[src/rtl/ram_if_pkg.sv]
// Shared types and default sizes for the synchronous_ram initiator port.
// The state enum is shared so client-side logic can decode the controller state.
package ram_if_pkg;

  localparam int ADDR_W_DEF     = 2;
  localparam int DATA_W_DEF     = 8;
  localparam int LEN_W_DEF      = 2;
  localparam int RD_LATENCY_DEF = 1;

  typedef enum logic [2:0] {
    IDLE,
    WR,
    RD,
    WAIT,
    RESP
  } state_t;

endpackage

[src/rtl/ram_initiator.sv]
// Initiator for synchronous_ram: single-beat writes and 1..4 beat incrementing
// read bursts, with a valid/ready response channel that tolerates backpressure.
module ram_initiator
  import ram_if_pkg::*;
#(
  parameter int ADDR_W     = ADDR_W_DEF,
  parameter int DATA_W     = DATA_W_DEF,
  parameter int LEN_W      = LEN_W_DEF,
  parameter int RD_LATENCY = RD_LATENCY_DEF
) (
  input  logic              clk,
  input  logic              reset,
  input  logic              req_valid,
  output logic              req_ready,
  input  logic              req_write,
  input  logic [ADDR_W-1:0] req_addr,
  input  logic [LEN_W-1:0]  req_len,
  input  logic [DATA_W-1:0] req_wdata,
  output logic              wr_done,
  output logic              rsp_valid,
  input  logic              rsp_ready,
  output logic [DATA_W-1:0] rsp_data,
  output logic              rsp_last,
  output logic              busy,
  output logic [ADDR_W-1:0] ram_addr,
  output logic              ram_cs,
  output logic              ram_rd,
  output logic              ram_we,
  output logic [DATA_W-1:0] ram_din,
  input  logic [DATA_W-1:0] ram_dout
);

  // Wait-counter value on the final WAIT cycle; RD_LATENCY is limited to 1..3.
  localparam logic [1:0] LAT_LAST = 2'(RD_LATENCY - 1);

  state_t            state;
  logic [ADDR_W-1:0] addr_q;
  logic [LEN_W-1:0]  len_q;
  logic [LEN_W-1:0]  beat;
  logic [1:0]        lat_cnt;

  // Every output is driven straight from a register, so each strobe and
  // handshake signal appears in the cycle after the edge that decides it.
  always_ff @(posedge clk) begin
    if (reset) begin
      state     <= IDLE;
      addr_q    <= '0;
      len_q     <= '0;
      beat      <= '0;
      lat_cnt   <= '0;
      req_ready <= 1'b1;
      busy      <= 1'b0;
      wr_done   <= 1'b0;
      rsp_valid <= 1'b0;
      rsp_data  <= '0;
      rsp_last  <= 1'b0;
      ram_addr  <= '0;
      ram_cs    <= 1'b0;
      ram_rd    <= 1'b0;
      ram_we    <= 1'b0;
      ram_din   <= '0;
    end else begin
      wr_done <= 1'b0;
      case (state)
        IDLE: begin
          if (req_valid) begin
            addr_q    <= req_addr;
            len_q     <= req_len;
            beat      <= '0;
            ram_addr  <= req_addr;
            ram_cs    <= 1'b1;
            req_ready <= 1'b0;
            busy      <= 1'b1;
            if (req_write) begin
              ram_we  <= 1'b1;
              ram_din <= req_wdata;
              state   <= WR;
            end else begin
              ram_rd  <= 1'b1;
              state   <= RD;
            end
          end
        end

        WR: begin
          ram_cs    <= 1'b0;
          ram_we    <= 1'b0;
          wr_done   <= 1'b1;
          req_ready <= 1'b1;
          busy      <= 1'b0;
          state     <= IDLE;
        end

        RD: begin
          ram_cs  <= 1'b0;
          ram_rd  <= 1'b0;
          lat_cnt <= '0;
          state   <= WAIT;
        end

        WAIT: begin
          if (lat_cnt == LAT_LAST) begin
            rsp_data  <= ram_dout;
            rsp_valid <= 1'b1;
            rsp_last  <= (beat == len_q);
            state     <= RESP;
          end else begin
            lat_cnt <= lat_cnt + 2'd1;
          end
        end

        // The next beat is strobed only after the current one is accepted,
        // so the RAM stays idle for as long as the client stalls.
        RESP: begin
          if (rsp_ready) begin
            rsp_valid <= 1'b0;
            rsp_last  <= 1'b0;
            if (rsp_last) begin
              req_ready <= 1'b1;
              busy      <= 1'b0;
              state     <= IDLE;
            end else begin
              beat     <= beat + 1'b1;
              addr_q   <= addr_q + 1'b1;
              ram_addr <= addr_q + 1'b1;
              ram_cs   <= 1'b1;
              ram_rd   <= 1'b1;
              state    <= RD;
            end
          end
        end

        default: state <= IDLE;
      endcase
    end
  end

endmodule
[config.mk]
export PLATFORM = sky130hd
export DESIGN_NAME = ram_initiator
export DESIGN_NICKNAME = d
export VERILOG_FILES = /design/src/rtl/ram_if_pkg.sv /design/src/rtl/ram_initiator.sv
export SDC_FILE = /design/constraint.sdc
export NUM_CORES = 1
export LEC_CHECK = 0
export BUFFER_PORTS_ARGS = -buffer_cell sky130_fd_sc_hd__buf_2
export CAP_MARGIN = 0
export CORE_UTILIZATION = 49
export DETAILED_ROUTE_END_ITERATION = 7
export PLACE_DENSITY_LB_ADDON = 0.2
export SETUP_SLACK_MARGIN = 0.1
export SYNTH_ARGS = -nofsm -noshare
export SYNTH_HDL_FRONTEND = slang
export SYNTH_SLANG_ARGS = --single-unit
[constraint.sdc]
create_clock -name clk -period 1.5 [get_ports clk]
set_input_delay 0.3 -clock clk [delete_from_list [all_inputs] [get_ports clk]]
set_output_delay 0.3 -clock clk [all_outputs]
set_load 0.01 [all_outputs]
; Yosys cells after proc, flatten, opt, wreduce, memory -nomap -nowiden
; Index checks and enable logic that the tools add are counted.
; W data, S select, Z words.
[op_classes]
add_sub_neg = 3
reduce_logical = 21
n_eq_ne = 13
mux = 39
[op_table]
columns = op, count
row1 = $mux W2, 9
row2 = $mux W1, 16
row3 = $ne A2 B2 Y1 const B, 8
row4 = $pmux W1 S3, 4
row5 = $pmux W2 S2, 3
row6 = $pmux W3 S4, 1
row7 = $reduce_and A3 Y1, 4
row8 = $reduce_and A4 Y1, 3
row9 = $mux W3, 3
row10 = $reduce_bool A3 Y1, 3
row11 = $reduce_bool A2 Y1, 4
row12 = $add A2 B1 Y2 const B, 3
row13 = $eq A3 B2 Y1 const B, 2
row14 = $pmux W1 S2, 3
row15 = $reduce_and A2 Y1, 3
row16 = $reduce_and A5 Y1, 1
row17 = $eq A3 B1 Y1 const B, 1
row18 = $eq A3 B3 Y1 const B, 1
row19 = $logic_not A3 Y1, 1
row20 = $eq A2 B2 Y1, 1
row21 = $logic_not A2 Y1, 1
row22 = $reduce_or A2 Y1, 1
[word_totals]
input_bits = 25
word_cells = 91
register_bits = 35
out_inout_bits = 26

; Depth between registers and ports, before layout
; Gate-level depths: netlist of run 1.
[depth]
depth_word = 4
mapped_depth = 6
mapped_depth_nobuf = 5

; Worst setup path after synthesis of run 1
; Ideal clock, no wire load.
[synth_path]
kind = flip-flop to flip-flop
start = register state[1]
end = register ram_din[3]
stages_incl_launch_ff = 6
required_ns = 1.368
setup_ns = 0.132
n_path_buf = 1
setup_slack_ns = 0.209
period_less_slack_ns = 1.291
t_arrival_ns = 1.159
path_cell_list = dfxtp_1 buf_4 nor4b_4 nand2_1 nand2_1 a21oi_1
[synth_between]
elab_chain_cells = 2
[synth_lines]
columns = element, line
row1 = from (decl), ram_initiator.sv:36  ; state_t state;
row2 = from (signal assigned), ram_initiator.sv:46  ; state <= IDLE;
row3 = from (signal assigned), ram_initiator.sv:77  ; state <= WR;
row4 = from (signal assigned), ram_initiator.sv:80  ; state <= RD;
row5 = $logic_not A3 Y1, ram_initiator.sv:64  ; case (state)
row6 = $reduce_and A3 Y1 (no line), --
row7 = to (signal assigned), ram_initiator.sv:76  ; ram_din <= req_wdata;
row8 = to (decl), ram_initiator.sv:29  ; output logic [DATA_W-1:0] ram_din,
; Every way passes these cells.
; A chain may end at the register's enable or synchronous reset.

; Worst setup path after layout of run 1
[layout_path]
start = register state[2]
end = register lat_cnt[0]
[layout_between]
elab_chain_cells = 3
word_cells_on_any_way = 6
cone_classes = eq/ne (3) / mux (1) / reduce/logical (2)
[layout_lines]
columns = element, line
row1 = $eq A3 B2 Y1, ram_initiator.sv:64
row2 = $ne A2 B2 Y1 (no line) / $reduce_bool A2 Y1 (equally long branches), --
row3 = $reduce_and A2 Y1 (no line), --
row4 = to (signal assigned), ram_initiator.sv:108  ; lat_cnt <= lat_cnt + 2'd1;
row5 = to (decl), ram_initiator.sv:40  ; logic [1:0] lat_cnt;
; Parallel ways exist; a longest one is shown, timed or not.

==> metrics.md, run 1 <==
| Metric | Value |
|---|---|
| Status | `finished, violations left` |
| Failing checks | `DRC` |
| Die area | `3260 sq um` |
| CTS Hold Buffers Added | `0` |
| Post-synthesis cell area | `1490 sq um` |
| Crit-path cells | `buf_8, buf_4, nand2b_1, nor3_1, o21ai_0, a21oi_1` |
| Ant. Diodes | `0` |
| CP peak stage delay | `0.38 ns` |
| Core footprint | `2830 sq um` |
| Period utilization | `91.4%` |
| CTS tree | `built` |
| H-tree Lvls | `2` |
| Num rows | `19` |
| Clk buf depth | `2` |
| Post-route ant nets | `0` |
| CTS buffer count | `5` |
| Final WS setup | `0.129 ns` |
| Worst-path fanout max | `6` |
| Worst path required time | `1.76 ns` |
| Most common flop cell mapped by yosys | `dfxtp_1` |
| Crit path time final | `1.37 ns` |
| Layout area overhead | `31.2%` |
| Drt first pass iters | `6` |
| Die height | `57.1 microns` |
| Drt wl/cell | `13.0 microns` |
| GP Congestion | `0.823` |
| Cell count after placement | `256` |
| Rel. slew slack | `74.8%` |
| Final Non-Filler Cells | `268` |
| Fill cell count | `236` |
| Ys async rst share | `0%` |
| Detailed router's first-iteration violation count | `91` |
| Cell count after synthesis | `178` |
| P_leak | `0.847 nW` |
| Clock skew | `0.0102 ns` |
| Post-synth EDFFs | `0` |
| Layout Nets | `262` |
| Dominant cell type by area after synthesis | `dfxtp_1` |
| Die X | `57.1 microns` |
| Clk Latency, worst-skew pair | `0.34 ns` |
| VDD IR max | `0.922 mV` |
| DRC errors left | `4` |
| Yosys cell types | `38` |
| Total gr overflow | `0` |
| P per Cell Area | `1100 nW/um^2` |
| Syn Nets | `204` |
| Antenna violations before repair | `0` |
| Pin count of the biggest net entering global routing | `21` |
| Syn_area_per_cell | `8.36 sq um` |
| Max-cap check violation count | `0` |
| Worst-margin pin slew | `0.378 ns` |
| Final setup TNS | `0 ns` |
| Via/cell ratio | `5.31` |
| Synthesized flop and latch total | `35` |
| Final setup viols | `0` |
| CTS root buf | `clkbuf_4` |
| Routed WL | `3480 microns` |
| Worst setup slack after placement | `0.0589 ns` |
| GRT Util Overall | `21.7%` |
| Synth top area cells | `dfxtp_1 (47%), a21oi_1 (10%), nand2_1 (7.8%)` |
| First-pass GRT wire length | `5530 microns` |
| Fraction of layout cells with a size suffix above 1 | `33.8%` |
| CP max stage cell | `dfxtp_4` |
| Initial Util | `52.6%` |
| Hold Crit Class | `input port to flip-flop` |
| Setup crit end kind | `flip-flop` |
| Total clock sinks | `35` |
| Count of pins over their slew limit | `0` |
| Fmax | `729 MHz` |
| Sequential area share after synthesis | `47.1%` |
| Layout Utilization | `69.0%` |
| Clock slew at reported path FFs | `0.11 ns` |
| Ys Warns | `0` |
| CP Launch Type | `flip-flop` |
| WP data arrival | `1.63 ns` |
| RSZ-0062 raised after global routing | `yes` |
| Min Hold Slack | `0.181 ns` |
| # port buffers | `50` |
| Vias in the first global route | `1355` |
| Vias | `1424` |
| Final hold vios | `0` |
| IO Pins | `51` |
| WS Path Type | `flip-flop to flip-flop` |
| Yosys top cell area share | `47.1%` |
| Dpl hpwl | `2370 microns` |
cell usage in the layout, fill, tap and decap left out, types with 3 or more instances in the layout:
cell type  instances
buf_2             50
dfxtp_1           32
a21oi_1           31
nand2_1           30
buf_4             11
nand3_1           10
inv_1              7
o21ai_0            6
nor2_1             5
clkbuf_4           5
mux2i_1            3
nor2b_1            3
nor3_1             3
worst max-delay path: cells and delay by family (launching register included):
family          cells  cell delay, ns
compound gates      2            0.31
buf+inv             2            0.26
flops               1            0.38
simple gates        2            0.35
what timing repair did:
item                                    CTS  global route
cloned                                    0             0
pin swaps                                 0             2
endpoints found under the setup margin   11            23
resized for setup                         3             9
setup buffers                             0             4
worst paths after layout:
check,startpoint,end,slack [ns],cells past startpoint
hold / removal,ram_dout[4],rsp_data[4]$_SDFFE_PP0P_,0.18,3
setup reg to reg,state[2]$_SDFFE_PP0P_,lat_cnt[0]$_SDFFE_PP0P_,0.13,6
setup / recovery,state[2]$_SDFFE_PP0P_,lat_cnt[0]$_SDFFE_PP0P_,0.13,6
hold reg to reg,rsp_data[0]$_SDFFE_PP0P_,rsp_data[0]$_SDFFE_PP0P_,0.46,2
metal layers:
layer / share of wire [%] / vias to the layer above / track usage [%]
li1: - / 729 / -
met1: 43 / 656 / 25.5
met2: 52 / 32 / 37.8
met3: 3.6 / 7 / 4.76
met4: 1.6 / 0 / 9.76
met5: 0 / - / 0
state kept, by name, indices dropped and copies added (netlist names), 2 cells and up:
register,count
len_q,2
beat,2
addr_q,2
ram_din,8
state,3
rsp_data,8
lat_cnt,2
cell families (layout without fill, tap and decap cells):
logic type	after synthesis	in the layout	synth area share [%]
adders and majority gates	1	1	0.840
muxes	3	3	2.02
AOI/OAI and AO/OA	49	49	18.7
xor gates and xnor gates	2	2	1.18
and+or+nand+nor	70	70	24.8
DFF	35	35	47.1
buffers and inverters	18	77	5.38
final cells by class:
| type | instances | area, sq um | share of cell area (%) |
|---|---|---|---|
| clock buffer | 6 | 41.3 | 2.11 |
| clock inverter | 2 | 60.1 | 3.07 |
| inverter | 7 | 26.3 | 1.35 |
| multi-input combinational | 125 | 729 | 37.3 |
| sequential | 35 | 709 | 36.3 |
| tap | 31 | 38.8 | 1.99 |
| timing repair buffer | 62 | 348 | 17.8 |
power breakdown:
group | total (mW) | switching (mW) | internal (mW)
sequential | 1.02 | 0.0429 | 0.976
clock | 0.839 | 0.318 | 0.520
combinational | 0.289 | 0.155 | 0.134
Yosys cell counts, types with 2 or more instances:
master    instances
buf_2             4
inv_1             7
nor2_1            5
nor2b_1           3
dfxtp_1          35
nor3b_1           2
mux2i_1           3
xnor2_1           2
o31ai_1           2
nor3_1            3
nand3_1          10
buf_4             2
clkbuf_1          5
nand2_1          31
a211oi_1          2
nand3b_1          2
nand2b_1          2
o21ai_0           6
a21oi_1          31
and2_1            2
or3_1             2
through the flow:
step	area [sq um]	power (mW)
after floorplan	1490	1.21
after global placement	1780	1.30
after detailed placement	1780	1.32
after CTS	1890	2.15
after global routing	1950	2.23
final	1950	2.15
Note: power is estimated with default switching activity, not from simulation.
==> inputs of run 2 (changes only) <==
- REMOVE_ABC_BUFFERS: not set -> 1
==> run 2 against run 1 <==
Effect of this change:
- the flow still finishes with violations (DRC)
- via count decreased by 0.98%
- sequential cell count unchanged
- clock-buffer cell count increased by 2
- maximum frequency increased by 2.7%
- worst hold slack improved by 0.021 ns
- register-to-register slack improved by 0.04 ns
- global-route usage decreased by 0.51 points
- die area unchanged
- design area decreased by 3.1%
- sequential share of layout area increased by 1.4 points
- combinational power decreased by 2%
- largest cell class unchanged
- largest power group unchanged
==> metrics.md, run 2 (same netlist as run 1, synthesis figures left out) <==
| Metric | Value |
|---|---|
| Largest delay share family, worst path | `flip-flops` |
| First-pass GRT wire length | `5330 microns (-3.5%)` |
| Worst-margin pin slew | `0.484 ns (+0.106 ns)` |
| Num rows | `19 (unchanged)` |
| Fraction of layout cells with a size suffix above 1 | `32.2% (-1.6 points)` |
| Crit-path cells | `inv_1, ha_4, or3_1, a211oi_1` |
| Cell count after placement | `256 (unchanged)` |
| Part of the power in registers | `54.5% (+7.0 points)` |
| P per Cell Area | `985 nW/um^2 (-10%)` |
| Count of pins over their slew limit | `0 (unchanged)` |
| Pin count of the biggest net entering global routing | `27 (+29%)` |
| Core footprint | `2830 sq um (unchanged)` |
| Final Non-Filler Cells | `264 (-1.5%)` |
| Dpl hpwl | `2360 microns (-0.38%)` |
| R2R Setup Slk | `0.16 ns (+0.04 ns)` |
| Fill cell count | `242 (+2.5%)` |
| CTS tree | `built` |
| Clock slew at reported path FFs | `0.10 ns (about the same)` |
| Min Hold Slack | `0.201 ns (+0.0205 ns)` |
| Vias | `1410 (-0.98%)` |
| Final WS setup | `0.165 ns (+0.0360 ns)` |
| Worst hold start | `ram_dout[0]` |
| RSZ-0062 raised after global routing | `no` |
| Worst-case reg-to-reg path depth | `4 (-2)` |
| Worst setup slack after placement | `0.0610 ns (+0.00202 ns)` |
| WS Path Type | `flip-flop to flip-flop` |
| Fmax | `749 MHz (+2.7%)` |
| GP Congestion | `0.837 (+1.7%)` |
| Clk Latency, worst-skew pair | `0.33 ns (about the same)` |
| Final setup viols | `0 (unchanged)` |
| CTS root buf | `clkbuf_4` |
| Via/cell ratio | `5.34 (+0.52%)` |
| CTS Hold Buffers Added | `0 (unchanged)` |
| WP data arrival | `1.57 ns (-0.06 ns)` |
| Dpl cell area | `1780 sq um (unchanged)` |
| Reg2Reg Launch Point | `lat_cnt[0]$_SDFFE_PP0P_` |
| Switching share of total power | `25.9% (+1.8 points)` |
| Routed WL | `3290 microns (-5.3%)` |
| Final setup TNS | `0 ns (unchanged)` |
| Total gr overflow | `0 (unchanged)` |
| Ant. Diodes | `0 (unchanged)` |
| GRT Util Overall | `21.2% (-0.51 points)` |
| Pint | `1.38 mW (-15%)` |
| Antenna violations before repair | `0 (unchanged)` |
| Layout Nets | `258 (-1.5%)` |
| Rel. slew slack | `67.8% (-7.0 points)` |
| Failing checks | `DRC` |
| Hold path depth | `3 (unchanged)` |
| H-tree Lvls | `2 (unchanged)` |
| Fin area | `1890 sq um (-3.1%)` |
| Die area | `3260 sq um (unchanged)` |
| Layout area overhead | `27.1%` |
| WHS Endpoint | `rsp_data[0]$_SDFFE_PP0P_` |
| CP Launch Type | `flip-flop` |
| Max-cap check violation count | `0 (unchanged)` |
| VDD IR max | `0.596 mV (-35%)` |
| Worst-path fanout max | `8 (+2)` |
| Buf+Inv Stages, Crit Path | `1 (-1)` |
| Leading cell type in the layout, fill and taps excluded | `buf_2` |
| Initial Util | `52.6% (unchanged)` |
| Final hold vios | `0 (unchanged)` |
| P_leak | `0.812 nW (-4.1%)` |
| Hold Crit Class | `input port to flip-flop` |
| Reg2reg end | `state[1]$_SDFFE_PP0P_` |
| CP max stage cell | `dfxtp_1` |
| Worst path required time | `1.74 ns (-0.02 ns)` |
| Setup crit end kind | `flip-flop` |
| Period utilization | `89.0% (-2.4 points)` |
| Clock skew | `0.00506 ns (-0.00509 ns)` |
| Post-route ant nets | `0 (unchanged)` |
| IO Pins | `51 (unchanged)` |
| CTS buffer count | `5 (unchanged)` |
| Die X | `57.1 microns (unchanged)` |
| Total clock sinks | `35 (unchanged)` |
| CP peak stage delay | `0.38 ns (about the same)` |
| Clk buf depth | `2 (unchanged)` |
| Detailed router's first-iteration violation count | `69 (-24%)` |
| Clock power frac | `30.2% (-8.9 points)` |
| Status | `finished, violations left` |
| DRC errors left | `10 (+6)` |
| Vias in the first global route | `1287 (-5.0%)` |
| Drt first pass iters | `6 (unchanged)` |
| Commonest cells after routing, fill and taps aside | `buf_2 (50), nand2_1 (31), a21oi_1 (31), dfxtp_1 (31), nand3_1 (10)` |
| Largest registers | `ram_din x8, rsp_data x8, state x3` |
| # port buffers | `50 (unchanged)` |
| Drt wl/cell | `12.5 microns (-3.9%)` |
| Die height | `57.1 microns (unchanged)` |
| Crit path time final | `1.34 ns (-0.0360 ns)` |
| Sw Pwr | `0.482 mW (-6.5%)` |
| Logic gate share of total power | `15.2% (+1.7 points)` |
-- run 2: final cells by class --
type                            count  area, sq um  share of cell area [%]
Multi-Input combinational cell    125          732                    38.7
Tap cell                           31         38.8                    2.05
Inverter                            7         26.3                    1.39
Sequential cell                    35          713                    37.7
Clock buffer                        8         68.8                    3.64
Timing Repair Buffer               58          314                    16.6
-- run 2: through the flow --
stage | total power, mW | util [%]
2_1_floorplan | 1.18 | -
3_3_place_gp | 1.30 | 63.1
3_5_place_dp | 1.32 | 63.1
4_1_cts | 1.88 | 65.7
5_1_grt | 1.96 | 66.9
6_report | 1.87 | 66.9
-- run 2: repair_timing --
item | in CTS | in global routing
gates cloned | 0 | 0
setup endpoints to repair | 14 | 13
buffers inserted | 0 | 0
gates resized for setup | 4 | 8
-- run 2: worst reg2reg max path, cell delays in order (launching register included) --
cell      delay (ns)
dfxtp_1         0.38
inv_1           0.08
ha_4            0.19
or3_1           0.35
a211oi_1        0.24
-- run 2: power groups by stage --
stage | combinational, mW | clock (mW) | sequential [mW]
after global placement | 0.270 | 0 | 1.03
final | 0.284 | 0.564 | 1.02
after detailed placement | 0.280 | 0 | 1.04
after global routing | 0.314 | 0.620 | 1.02
after CTS | 0.282 | 0.576 | 1.02
after floorplan | 0.127 | 0 | 1.05
-- run 2: how the worst max path moves through the flow --
stage,slack (ns),end,from,cells past startpoint
final,0.16,state[1]$_SDFFE_PP0P_,lat_cnt[0]$_SDFFE_PP0P_,4
after global routing,0.06,rsp_data[7]$_SDFFE_PP0P_,state[1]$_SDFFE_PP0P_,5
after CTS,0.14,state[1]$_SDFFE_PP0P_,lat_cnt[0]$_SDFFE_PP0P_,4
after detailed placement,0.06,rsp_data[1]$_SDFFE_PP0P_,state[1]$_SDFFE_PP0P_,5
after global placement,0.11,rsp_data[6]$_SDFFE_PP0P_,state[1]$_SDFFE_PP0P_,5
after floorplan,-0.09,ram_din[0]$_SDFFE_PP0P_,state[2]$_SDFFE_PP0P_,4
-- run 2: metal layers --
layer	up-vias	GRT usage [%]	part of all wire, %
met3	4	6.58	5.6
li1	719	-	-
met1	645	25.6	45
met4	0	8.71	1.2
met5	-	0	0
met2	42	35.1	48
